### config.mk
export PLATFORM = sky130hd
export DESIGN_NAME = led_blink_driver
export DESIGN_NICKNAME = d
export VERILOG_FILES = /design/src/rtl/gpio_pkg.sv /design/src/rtl/blink_timer.sv /design/src/rtl/led_blink_driver.sv
export SDC_FILE = /design/constraint.sdc
export NUM_CORES = 1
export LEC_CHECK = 0
export ABC_AREA = 1
export CAP_MARGIN = 0
export CORE_MARGIN = 8
export CORE_UTILIZATION = 25
export DETAILED_ROUTE_END_ITERATION = 7
export GPL_TIMING_DRIVEN = 0
export SETUP_SLACK_MARGIN = 0.15
export SLEW_MARGIN = 10
export SYNTH_ARGS = -nofsm -noshare
export SYNTH_HDL_FRONTEND = slang
export SYNTH_SLANG_ARGS = --single-unit
### constraint.sdc
create_clock -name clk -period 2.23 [get_ports clk]
set_input_delay 0.3345 -clock clk [delete_from_list [all_inputs] [get_ports clk]]
set_output_delay 0.3345 -clock clk [all_outputs]
set_load 0.01 [all_outputs]
### src/rtl/gpio_pkg.sv
// rtl/gpio_pkg.sv - shared GPIO constants, blink FSM state encoding and helpers
package gpio_pkg;

   localparam int CLK_HZ             = 100_000_000;
   localparam int DEFAULT_ON_CYCLES  = CLK_HZ / 10;
   localparam int DEFAULT_OFF_CYCLES = CLK_HZ / 10;

   typedef enum logic [1:0] {
      ST_IDLE = 2'd0,
      ST_ON   = 2'd1,
      ST_GAP  = 2'd2
   } blink_state_t;

   function automatic int max_int(input int a, input int b);
      return (a > b) ? a : b;
   endfunction

endpackage

### src/rtl/blink_timer.sv
// rtl/blink_timer.sv - loadable down-counter that holds at zero and flags done
module blink_timer #(
   parameter int W = 24
) (
   input  logic         clk,
   input  logic         rst_n,
   input  logic         load,
   input  logic [W-1:0] load_value,
   output logic         done
);

   localparam logic [W-1:0] ONE = W'(1);

   logic [W-1:0] count;

   always_ff @(posedge clk or negedge rst_n) begin
      if (!rst_n) begin
         count <= '0;
      end else if (load) begin
         count <= load_value;
      end else if (count != '0) begin
         count <= count - ONE;
      end
   end

   assign done = (count == '0);

endmodule

### src/rtl/led_blink_driver.sv
// rtl/led_blink_driver.sv - turns event pulses into discrete LED blinks, queueing
// events that arrive mid-blink so consecutive blinks never merge
module led_blink_driver
   import gpio_pkg::*;
#(
   parameter int ON_CYCLES  = DEFAULT_ON_CYCLES,
   parameter int OFF_CYCLES = DEFAULT_OFF_CYCLES,
   parameter int PEND_W     = 4
) (
   input  logic              clk,
   input  logic              rst_n,
   input  logic              evt_pulse,
   output logic              led,
   output logic              busy,
   output logic [PEND_W-1:0] pend_count,
   output logic              overflow
);

   localparam int TW = $clog2(max_int(ON_CYCLES, OFF_CYCLES) + 1);
   localparam logic [TW-1:0]     ON_LOAD  = TW'(ON_CYCLES - 1);
   localparam logic [TW-1:0]     OFF_LOAD = TW'(OFF_CYCLES - 1);
   localparam logic [PEND_W-1:0] PEND_MAX = '1;
   localparam logic [PEND_W-1:0] PEND_ONE = PEND_W'(1);

   blink_state_t      state, state_next;
   logic [PEND_W-1:0] pend_next;
   logic              overflow_next;
   logic              load;
   logic [TW-1:0]     load_value;
   logic              done;
   logic              queue;

   blink_timer #(.W(TW)) u_timer (
      .clk        (clk),
      .rst_n      (rst_n),
      .load       (load),
      .load_value (load_value),
      .done       (done)
   );

   always_comb begin
      state_next    = state;
      pend_next     = pend_count;
      overflow_next = 1'b0;
      load          = 1'b0;
      load_value    = ON_LOAD;
      queue         = 1'b0;
      case (state)
         ST_IDLE: begin
            if (evt_pulse) begin
               state_next = ST_ON;
               load       = 1'b1;
            end
         end
         ST_ON: begin
            queue = evt_pulse;
            if (done) begin
               state_next = ST_GAP;
               load       = 1'b1;
               load_value = OFF_LOAD;
            end
         end
         ST_GAP: begin
            if (done) begin
               // A pulse on the exit cycle cancels the dequeue, so a full queue never overflows here
               if (pend_count != '0) begin
                  state_next = ST_ON;
                  load       = 1'b1;
                  pend_next  = evt_pulse ? pend_count : pend_count - PEND_ONE;
               end else if (evt_pulse) begin
                  state_next = ST_ON;
                  load       = 1'b1;
               end else begin
                  state_next = ST_IDLE;
               end
            end else begin
               queue = evt_pulse;
            end
         end
         default: state_next = ST_IDLE;
      endcase

      if (queue) begin
         if (pend_count != PEND_MAX) begin
            pend_next = pend_count + PEND_ONE;
         end else begin
            overflow_next = 1'b1;
         end
      end
   end

   always_ff @(posedge clk or negedge rst_n) begin
      if (!rst_n) begin
         state      <= ST_IDLE;
         led        <= 1'b0;
         busy       <= 1'b0;
         pend_count <= '0;
         overflow   <= 1'b0;
      end else begin
         state      <= state_next;
         led        <= (state_next == ST_ON);
         busy       <= (state_next != ST_IDLE);
         pend_count <= pend_next;
         overflow   <= overflow_next;
      end
   end

endmodule
After elaboration in Yosys (flattened, before gate mapping). Cells that the tools add are included.

Muxes and demuxes: 23. Shift operators: 0. Reductions and logical operators: 6. Equality and inequality tests: 4. Divide/modulo/power cells: 0. $lt $le $gt $ge: 0. Multiply operators: 0. Bitwise logic cells: 0. Add/sub/neg operators: 3.

Operators by type and width (count): 24-bit two-way mux (2); 24-bit zero test (1); 4-bit two-way mux (6); 24-bit nonzero test (1); 24-bit by 1-bit subtractor with 24-bit output (second input constant) (1); 1-bit two-way mux (9); 2-bit two-way mux (3); 2-bit case mux with 3 select lines (1); 4-bit by 1-bit adder with 4-bit output (second input constant) (1); 2-bit by 1-bit == test with 1-bit output (second input constant) (2); 4-bit inequality test (second input constant) (1); 2-bit nonzero test (2); 4-bit nonzero test (1); 4-bit by 1-bit subtractor with 4-bit output (second input constant) (1); 1-bit case mux with 3 select lines (1); 2-bit == test (second input constant) (1); 2-bit zero test (1); 1-bit case mux with 2 select lines (1).

Word-level logic and storage cells: 42. Memory bits (writable): 0. Memories: 0. Register bits: 33. Memory bits (read-only): 0. Input port bits: 3. Latch bits: 0. Output and inout port bits: 7.

Longest topological paths before layout. Gate-level depths: netlist of the first run.

Depth in word-level cells: 7. Gate-level depth with buffers: 15. Gate-level depth less buffers: 14.

Hierarchy. From an unflattened synthesis of the first run, not the netlist that was laid out.

Cells, all modules: 348. Area total of the unflattened synthesis: 2270.9 µm².

Modules (own cells, without submodules): blink_timer (instances 1, area an instance 1619.1 µm², seq. area each 600.6 µm², cells an instance 254); led_blink_driver (instances 1, area an instance 651.9 µm², seq. area each 225.2 µm², cells an instance 94).

Worst setup path after synthesis of the first run. OpenSTA, ideal clock, no wires.

Path kind: reg-to-reg. Start: reg u_timer.count[0]. End: reg u_timer.count[8]. Stages on the path, launching flop included: 13. Path slack: 0.558 ns. Arrival: 1.552 ns. Required time: 2.110 ns. Library setup time: 0.120 ns. Period minus slack after synthesis: 1.672 ns. Path buffers: 2. Cells stage by stage: dfrtp_1 > inv_1 > ha_1 > inv_1 > nor2_1 > nand2_1 > nor2_4 > nand3_4 > buf_6 > buf_6 > nand2_2 > xor2_1 > nor2_1.

Longest elaborated chain between the ends: 4. Elaborated cells between the ends (all ways): 9. Those cells by class: add/sub (1); mux (5); reduce/logical (3).

Ends and longest elaborated chain: start: declaration (line blink_timer.sv:14) `logic [W-1:0] count;`; start signal: assignment (line blink_timer.sv:20) `count <= load_value;`; start signal: assignment (line blink_timer.sv:22) `count <= count - ONE;`; parallel branches: the longest is 4 deep, another holds 24-bit by 1-bit subtractor with 24-bit output.

Several ways; the timed one is not identified. The select of a mux whose other input is x is not followed. A chain may end at the register's enable or synchronous reset.

Worst setup path in the final report of the first run.
Start: reg u_timer.count[0]. End: reg u_timer.count[21].

Same word-level chain as after synthesis.

==> out/metrics.yaml, run 1 <==
placement:
  gp_congestion: 0.8456
  portBuffers: 9
  dp_hpwl_um: 3560
  dp_slack_ns: 0.3013
  dp_cells: 408
  place_area_um2: 2444
clock_tree:
  clock_latency_ns: 0.29
  cts_setup_buffers: 0
  cts_resized: 0
  ctsHoldBuffers: 0
  cts-root-buf: "clkbuf_8"
  clk_pin_slew_ns: 0.07
  cts_tree: "built"
  htreeDepth: 2
  cts.sinks: 33
  numCtsBuffers: 5
  ctsLongestPathBuffers: 2
die:
  start_util: 0.2562
  ios: 10
  die_w_um: 110.3
  die_area_um2: 12170
  fp.dieH_um: 110.3
  core_area_um2: 8678
  rows: 34
cells_and_area:
  fin_nets: 318
  antenna_cells: 0
  layout-area-overhead-vs-synth_pct: 13.96
  final_area_um2: 2534
  finalNonFillerCells: 415
  nFillCells: 995
  drive_gt1_frac: 0.1694
sta:
  final_hold_viol_count: 0
  setup_slack_ns: 0.3698
  min_period_over_period: 0.8342
  final_max_slew_viol_count: 0
  fin_crit_ns: 1.860
  grt_setup_unrepaired: "no"
  finalSetupViolations: 0
  slew_headroom: 0.5109
  max_freq_ghz: 0.5376
  skew_ns: 0.009563
  setup_tns_ns: 0
  tightest_slew_ns: 0.7336
synthesis:
  ys_types: 27
  seq_area_frac_synth: 0.3714
  ys.warnings.count: 0
  synth.avg_cell_area_um2: 7.640
  synth-seq-cells: 33
  yosysTopAreaCell: "dfrtp_1"
  syn_area_um2: 2223
  yosys-top-cells-area: "dfrtp_1 37%, nand2_1 12%, nor2_1 6.2%"
  synth.top_cell.area_share: 0.3714
  syn_inst: 291
  syn_nets: 302
detailed_routing:
  wirelength_um: 4590
  detail_route.wl_per_cell_um: 11.06
  drt-initial-drc-count: 53
  vias_per_cell: 4.393
  ant_nets: 0
  via_count: 1823
  dr.pass1.iters: 4
  drcViolationCount: 0
critical_path:
  critPathLaunchType: "flip-flop"
  cp.depth: 13
  crit_top_cell: "nor2_1"
  worstReg2RegEnd: "u_timer.count[21]"
  slowest_delay_ns: 0.42
  path_buf_inv: 3
  crit-reg2reg-launch: "u_timer.count[0]"
  crit_chain: "inv_2 > ha_1 > inv_1 > nor2_1 > nand2_1 > nor2_4 > nand3_4 > nor2_1 > nor2_2 > o21ai_2 > nand2_4 > inv_2 > nor2_1"
  arrival_ns: 2.03
  rrSetupSlack_ns: 0.37
  path_class: "flip-flop to flip-flop"
  critPathMaxFanout: 10
  worstPathRequired_ns: 2.40
  path_delay_family: "simple AND/OR/NAND/NOR gates"
  end_kind: "flip-flop"
  reg2reg_depth: 13
  crit_slowest_cell: "dfrtp_1"
pwr:
  p_total_uw: 2052
  power_density_nw_per_um2: 809.8
  ir_worst_vdd_uv: 456.7
  total_leakage_power_uw: 0.001159
global_routing:
  antenna_found_initial: 0
  globalRouteTotalUtil: 0.08377
  grt_max_degree: 34
  overflow: 0
  grt_pass1_wl_um: 8231
  grt_pass1_vias: 1802
job:
  cap_viol_max_count: 0
outcome:
  outcome: "completed"
worst_hold_path:
  hold_path_class: "input port to async pin"
[metrics by stage]
| stage | hold WS (ns) | util |
|---|---|---|
| global route | 0.1868 | 0.2920 |
| detailed placement | 0.4588 | 0.2816 |
| global placement | 0.5113 | 0.2822 |
| floorplan | 0.03891 | - |
| CTS | 0.1439 | 0.2915 |
| finish | 0.1103 | 0.2920 |
[state kept, by name (all words and copies together) (netlist names)]
register / cells
pend_count: 4
busy: 1
led: 1
overflow: 1
u_timer.count: 24
state: 2
[synthesized netlist by cell type (all sizes together)]
master	number
dfrtp	33
o21ai	10
or3	2
nor2	50
nand2	79
nand4	10
inv	37
nand3	34
a21oi	1
ha	8
xor2	11
or2	2
buf	5
o31ai	2
nand3b	3
nor3	4
[worst max path at each step]
| stage | start | to |
|---|---|---|
| 6_report | u_timer.count[0] | u_timer.count[21] |
| 3_3_place_gp | rst_n | pend_count[0] |
| 4_1_cts | u_timer.count[0] | u_timer.count[7] |
| 3_5_place_dp | u_timer.count[0] | u_timer.count[18] |
| 5_1_grt | u_timer.count[0] | busy |
| 2_1_floorplan | u_timer.count[0] | u_timer.count[8] |
[cell type report]
class | instances | area (µm²) | area share
clock buffers | 7 | 86.33 | 0.03407
well taps | 108 | 135.1 | 0.05333
flip-flops and latches | 33 | 825.8 | 0.3259
plain buffers | 5 | 50.05 | 0.01975
inverters | 37 | 138.9 | 0.05481
multi-input cells | 216 | 1212 | 0.4785
repair buffers | 9 | 85.08 | 0.03358
[power breakdown]
part / leakage [µW] / internal [µW] / total [µW] / switching [µW]
logic: 0.000735 / 330 / 800 / 470
registers: 0.000380 / 700 / 796 / 96.2
clock network: 0.0000443 / 245 / 456 / 211
total: 0.00116 / 1270 / 2050 / 777
[layout by cell type, fill, tap and decap left out, types with 8 or more instances in the layout]
master	n
nand3_1	22
xor2_1	11
nand2_1	70
inv_1	34
nand3_2	11
nand4_1	10
nor2_1	37
dfrtp_1	33
o21ai_0	8
ha_1	8
nor2_2	9
clkdlybuf4s50_1	8
[worst reg2reg max path, cell delays in order (launching register included)]
cell and delay [ns]:
dfrtp_1 0.42, inv_2 0.10, ha_1 0.19, inv_1 0.05, nor2_1 0.08, nand2_1 0.09
nor2_4 0.13, nand3_4 0.09, nor2_1 0.12, nor2_2 0.06, o21ai_2 0.07, nand2_4 0.11
inv_2 0.18, nor2_1 0.07
[logic make-up (layout without fill, tap and decap cells)]
logic type / Yosys count / after routing / share of synthesized area
and+or+nand+nor: 184 / 184 / 0.4237
DFF: 33 / 33 / 0.3714
buffers and inverters: 42 / 58 / 0.08329
AOI/OAI and AO/OA: 13 / 13 / 0.03320
adders and majority gates: 8 / 8 / 0.04502
xor gates and xnor gates: 11 / 11 / 0.04333
[routing by layer]
layer	wire, µm	GRT usage	vias to the layer above
li1	-	-	953
met1	2203	0.1018	840
met2	2167	0.1383	22
met3	151	0.02209	8
met4	68	0.03235	0
met5	0	0	-
Note: power is estimated with default switching activity, not from simulation.
==> run 2: changes to the inputs <==
==> constraint.sdc (replaced) <==
create_clock -name clk -period 1.9 [get_ports clk]
set_input_delay 0.285 -clock clk [delete_from_list [all_inputs] [get_ports clk]]
set_output_delay 0.285 -clock clk [all_outputs]
set_load 0.01 [all_outputs]
==> out/metrics.yaml, run 2 (synthesis results as in run 1) <==
die:
  rows: 34  # unchanged
  start_util: 0.2562  # unchanged
  ios: 10  # unchanged
  core_area_um2: 8678  # unchanged
  fp.dieH_um: 110.3  # unchanged
  die_area_um2: 12170  # unchanged
  die_w_um: 110.3  # unchanged
critical_path:
  crit_start: "pend_count[0]"  # was u_timer.count[0]
  end_kind: "flip-flop"  # unchanged
  crit-reg2reg-launch: "pend_count[0]"  # was u_timer.count[0]
  arrival_ns: 1.93  # was 2.03 ns
  worstPathRequired_ns: 2.07  # was 2.40 ns
  path_class: "flip-flop to flip-flop"  # unchanged
  crit_end: "u_timer.count[20]"  # was u_timer.count[21]
  critPathLaunchType: "flip-flop"  # unchanged
  critPathMaxFanout: 10  # unchanged
  worstReg2RegEnd: "u_timer.count[20]"  # was u_timer.count[21]
  rrSetupSlack_ns: 0.13  # was 0.37 ns
  reg2reg_depth: 10  # was 13
cells_and_area:
  largest_reg_flops: 24  # unchanged
  layout_commonest_cell: "nand2_1"  # unchanged
  post-route-util: 0.3196  # was 0.2920
  fin_nets: 330  # was 318
  largestRegisters: "u_timer.count x24, pend_count x4, state x2"  # unchanged
  drive_gt1_frac: 0.2696  # was 0.1694
  layout-area-overhead-vs-synth_pct: 24.76  # was 13.96%
  regMostFlops: "u_timer.count"  # unchanged
  mostFrequentLayoutCells: "64 x nand2_1, 34 x nor2_1, 32 x dfrtp_1"  # was 70 x nand2_1, 37 x nor2_1, 34 x inv_1
  final-seq-area_um2: 827.0  # was 825.8 µm²
  antenna_cells: 0  # unchanged
  multiInputGateArea_um2: 1301  # was 1212 µm²
  nFillCells: 966  # was 995
placement:
  gp_congestion: 0.8456  # unchanged
  dp_slack_ns: -0.02869  # was 0.3013 ns
  portBuffers: 9  # unchanged
  dp_hpwl_um: 3560  # unchanged
sta:
  final_max_slew_viol_count: 0  # unchanged
  fin_crit_ns: 1.766  # was 1.860 ns
  setup_slack_ns: 0.1339  # was 0.3698 ns
  fin_hold_ws_ns: 0.06208  # was 0.1103 ns
  final_hold_viol_count: 0  # unchanged
  slew_headroom: 0.5039  # was 0.5109
  min_period_over_period: 0.9295  # was 0.8342
  skew_ns: 0.009725  # was 0.009563 ns
  tightest_slew_ns: 0.7442  # was 0.7336 ns
  setup_tns_ns: 0  # unchanged
  finalSetupViolations: 0  # unchanged
  grt_setup_unrepaired: "yes"  # was no
  max_freq_ghz: 0.5662  # was 0.5376 GHz
outcome:
  outcome: "completed"  # unchanged
clock_tree:
  cts.sinks: 33  # unchanged
  cts-root-buf: "clkbuf_8"  # unchanged
  cts_tree: "built"  # unchanged
  numCtsBuffers: 5  # unchanged
  clock_latency_ns: 0.29  # about the same
  ctsHoldBuffers: 0  # unchanged
  htreeDepth: 2  # unchanged
  ctsLongestPathBuffers: 2  # unchanged
  clk_pin_slew_ns: 0.07  # about the same
detailed_routing:
  vias_per_cell: 4.454  # was 4.393
  via_count: 1902  # was 1823
  drcViolationCount: 0  # unchanged
  ant_nets: 0  # unchanged
  wirelength_um: 4909  # was 4590 µm
  drt-initial-drc-count: 60  # was 53
  detail_route.wl_per_cell_um: 11.50  # was 11.06 µm
  dr.pass1.iters: 4  # unchanged
worst_hold_path:
  hold_path_class: "input port to async pin"  # unchanged
job:
  cap_viol_max_count: 0  # unchanged
global_routing:
  grt_pass1_wl_um: 8611  # was 8231 µm
  overflow: 0  # unchanged
  antenna_found_initial: 0  # unchanged
  grt_max_degree: 34  # unchanged
  globalRouteTotalUtil: 0.08826  # was 0.08377
  grt_pass1_vias: 1890  # was 1802
pwr:
  total_leakage_power_uw: 0.001248  # was 0.001159 µW
  power_density_nw_per_um2: 921.0  # was 809.8 nW/µm²
  ir_worst_vdd_uv: 547.0  # was 456.7 µV
## run 2: what timing repair did
item,in CTS,in global routing
resized for setup,32,9
pin swaps,13,6
cloned,1,0
setup buffers,10,1
endpoints found under the setup margin,32,33
## run 2: worst min-delay path by stage
stage          slack (ns)                end  depth (start not counted)
6_report             0.06   u_timer.count[6]                          1
5_1_grt              0.14   u_timer.count[6]                          1
4_1_cts              0.09  u_timer.count[11]                          1
3_5_place_dp         0.41   u_timer.count[7]                          1
3_3_place_gp         0.51   u_timer.count[1]                          2
2_1_floorplan       -0.01               busy                          0
## run 2: power by group
group	leakage [µW]	total, µW	internal [µW]	switching (µW)
clock network	0.0000443	538	287	251
registers	0.000379	933	824	109
logic	0.000825	1080	475	608
total	0.00125	2550	1590	968
## run 2: critical path: stages, from the launching register on
cell and delay [ns]:
dfrtp_2 0.44, inv_1 0.11, ha_1 0.19, nand3_1 0.12, o21ai_1 0.16, nor2_2 0.06
nor2_2 0.11, o21ai_2 0.09, nand2_4 0.14, buf_12 0.16, nand3_2 0.06
## run 2: per-stage QoR
step	instance area (µm²)	instances	total power, µW
after floorplan	2223	291	1589
after global placement	2449	408	1881
after detailed placement	2444	408	1898
after CTS	2744	426	2556
after global routing	2774	427	2779
final	2774	427	2555
## run 2: layout make-up
type / count / area share
Inverter: 37 / 0.05277
Tap cell: 108 / 0.04871
Multi-Input combinational cell: 216 / 0.4691
Sequential cell: 33 / 0.2982
Clock buffer: 7 / 0.03112
Buffer: 5 / 0.02255
Timing Repair Buffer: 21 / 0.07758
## run 2: per-layer routing
layer  track usage  up-vias  routed length, µm
met2        0.1506       16               2427
met1        0.1046      900               2284
li1              -      978                  -
met4       0.03330        0                 68
met5             0        -                  0
met3       0.02151        8                129
==> run 3: changes to the inputs <==
==> constraint.sdc (replaced) <==
create_clock -name clk -period 1.9 [get_ports clk]
set_input_delay 0.285 -clock clk [delete_from_list [all_inputs] [get_ports clk]]
set_output_delay 0.285 -clock clk [all_outputs]
set_load 0.05 [all_outputs]
==> out/metrics.yaml, run 3 (synthesis results as in run 1) <==
sta:
  tightest_slew_ns: 0.7313  # was 0.7442 ns
  fin_hold_ws_ns: 0.04200  # was 0.06208 ns
  final_hold_viol_count: 0  # unchanged
  setup_tns_ns: 0  # unchanged
  fin_crit_ns: 1.820  # was 1.766 ns
  slew_headroom: 0.5124  # was 0.5039
  finalSetupViolations: 0  # unchanged
  final_max_slew_viol_count: 0  # unchanged
  grt_setup_unrepaired: "yes"  # unchanged
  skew_ns: 0.005944  # was 0.009725 ns
  min_period_over_period: 0.9579  # was 0.9295
  max_freq_ghz: 0.5494  # was 0.5662 GHz
clock_tree:
  ctsLongestPathBuffers: 2  # unchanged
  cts-root-buf: "clkbuf_8"  # unchanged
  clock_latency_ns: 0.29  # about the same
  htreeDepth: 2  # unchanged
  ctsHoldBuffers: 0  # unchanged
  clk_pin_slew_ns: 0.07  # about the same
  numCtsBuffers: 5  # unchanged
  cts_tree: "built"  # unchanged
  cts.sinks: 33  # unchanged
pwr:
  total_leakage_power_uw: 0.001290  # was 0.001248 µW
  power_density_nw_per_um2: 1021  # was 921.0 nW/µm²
  internal_power_uw: 1707  # was 1586 µW
  p_seq_frac: 0.325  # was 0.365
  p_total_uw: 2886  # was 2555 µW
  switching_share: 0.4085  # was 0.3791
  switching_power_uw: 1179  # was 968.4 µW
  ir_worst_vdd_uv: 627.6  # was 547.0 µV
  clkPwrFrac: 0.238  # was 0.211
  p_comb_frac: 0.437  # was 0.424
critical_path:
  worstReg2RegEnd: "u_timer.count[5]"  # was u_timer.count[20]
  crit_start: "u_timer.count[0]"  # was pend_count[0]
  path_class: "flip-flop to flip-flop"  # unchanged
  arrival_ns: 1.99  # was 1.93 ns
  critPathLaunchType: "flip-flop"  # unchanged
  end_kind: "flip-flop"  # unchanged
  reg2reg_depth: 11  # was 10
  crit-reg2reg-launch: "u_timer.count[0]"  # was pend_count[0]
  critPathMaxFanout: 6  # was 10
  crit_end: "u_timer.count[5]"  # was u_timer.count[20]
  rrSetupSlack_ns: 0.08  # was 0.13 ns
  worstPathRequired_ns: 2.07  # about the same
global_routing:
  overflow: 0  # unchanged
  grt_max_degree: 34  # unchanged
  antenna_found_initial: 0  # unchanged
  globalRouteTotalUtil: 0.09002  # was 0.08826
  grt_pass1_wl_um: 8928  # was 8611 µm
  grt_pass1_vias: 1975  # was 1890
job:
  cap_viol_max_count: 0  # unchanged
detailed_routing:
  wirelength_um: 4983  # was 4909 µm
  dr.pass1.iters: 4  # unchanged
  detail_route.wl_per_cell_um: 11.62  # was 11.50 µm
  drcViolationCount: 0  # unchanged
  drt-initial-drc-count: 58  # was 60
  via_count: 1929  # was 1902
  vias_per_cell: 4.497  # was 4.454
  ant_nets: 0  # unchanged
die:
  die_area_um2: 12170  # unchanged
  start_util: 0.2562  # unchanged
  rows: 34  # unchanged
  ios: 10  # unchanged
  core_area_um2: 8678  # unchanged
  die_w_um: 110.3  # unchanged
  fp.dieH_um: 110.3  # unchanged
cells_and_area:
  final_area_um2: 2828  # was 2774 µm²
  post-route-util: 0.3258  # was 0.3196
  fin_nets: 331  # was 330
  layout_commonest_cell: "nand2_1"  # unchanged
  layout-area-overhead-vs-synth_pct: 27.18  # was 24.76%
  largest_reg_flops: 24  # unchanged
  final-seq-area_um2: 829.5  # was 827.0 µm²
  regMostFlops: "u_timer.count"  # unchanged
  mostFrequentLayoutCells: "60 x nand2_1, 34 x nor2_1, 32 x inv_1"  # was 64 x nand2_1, 34 x nor2_1, 32 x dfrtp_1
  antenna_cells: 0  # unchanged
  nFillCells: 954  # was 966
  drive_gt1_frac: 0.2866  # was 0.2696
  largestRegisters: "u_timer.count x24, pend_count x4, state x2"  # unchanged
  multiInputGateArea_um2: 1299  # was 1301 µm²
placement:
  gp_congestion: 0.8393  # was 0.8456
  dp_hpwl_um: 3579  # was 3560 µm
  portBuffers: 9  # unchanged
  place_area_um2: 2447  # was 2444 µm²
outcome:
  outcome: "completed"  # unchanged
worst_hold_path:
  hold_path_class: "input port to async pin"  # unchanged
-- run 3: changes by cell type in the layout (fill, tap and decap cells not counted), sizes merged --
cell,before,now
bufbuf,0,1
bufinv,0,1
clkdlybuf4s50,8,4
dlygate4sd2,0,4
-- run 3: worst min path at each step --
| stage | end | slack [ns] | cells past startpoint |
|---|---|---|---|
| floorplan | busy | -0.01 | 0 |
| global route | u_timer.count[9] | 0.12 | 1 |
| finish | u_timer.count[6] | 0.04 | 1 |
| CTS | u_timer.count[7] | 0.08 | 1 |
| global placement | u_timer.count[1] | 0.51 | 2 |
| detailed placement | u_timer.count[6] | 0.39 | 1 |
-- run 3: layout make-up --
class	count	share of cell area
repair buffers	22	0.08319
multi-input cells	216	0.4593
inverters	37	0.05177
well taps	108	0.04779
plain buffers	5	0.02345
clock inverters	1	0.01062
flip-flops and latches	33	0.2934
clock buffers	7	0.03053
-- run 3: worst max-delay path: stages (launching register included) --
cell and delay, ns:
dfrtp_1 0.39, inv_2 0.10, ha_4 0.14, inv_2 0.03, nor2_1 0.08, nand2_1 0.09, nor2_4 0.18, nand3_4 0.13
buf_8 0.17, bufbuf_16 0.26, nand3b_1 0.07, nand3_1 0.07
-- run 3: per-layer routing --
| metal | up-vias | track usage | wire, µm |
|---|---|---|---|
| met3 | 6 | 0.01860 | 130 |
| met4 | 0 | 0.03235 | 68 |
| met1 | 919 | 0.1092 | 2277 |
| met2 | 21 | 0.1536 | 2507 |
| met5 | - | 0 | 0 |
| li1 | 983 | - | - |
-- run 3: what timing repair did --
action,4_1_cts,5_1_grt
cloned,2,0
pin swaps,8,6
hold endpoints to repair,0,0
setup endpoints to repair,36,33
setup buffers,6,5
gates resized for setup,26,16
-- run 3: power groups by stage --
stage	registers (µW)	clock network [µW]	logic, µW
finish	938	686	1260
detailed placement	960	0	1140
CTS	936	703	1240
global placement	956	0	1120
global route	959	736	1420
floorplan	1150	0	634
-- run 3: metrics by stage --
stage	instances	worst slack, ns
3_3_place_gp	408	-0.2924
6_report	429	0.07992
5_1_grt	429	-0.05617
2_1_floorplan	291	0.1673
3_5_place_dp	408	-0.04596
4_1_cts	424	0.1145
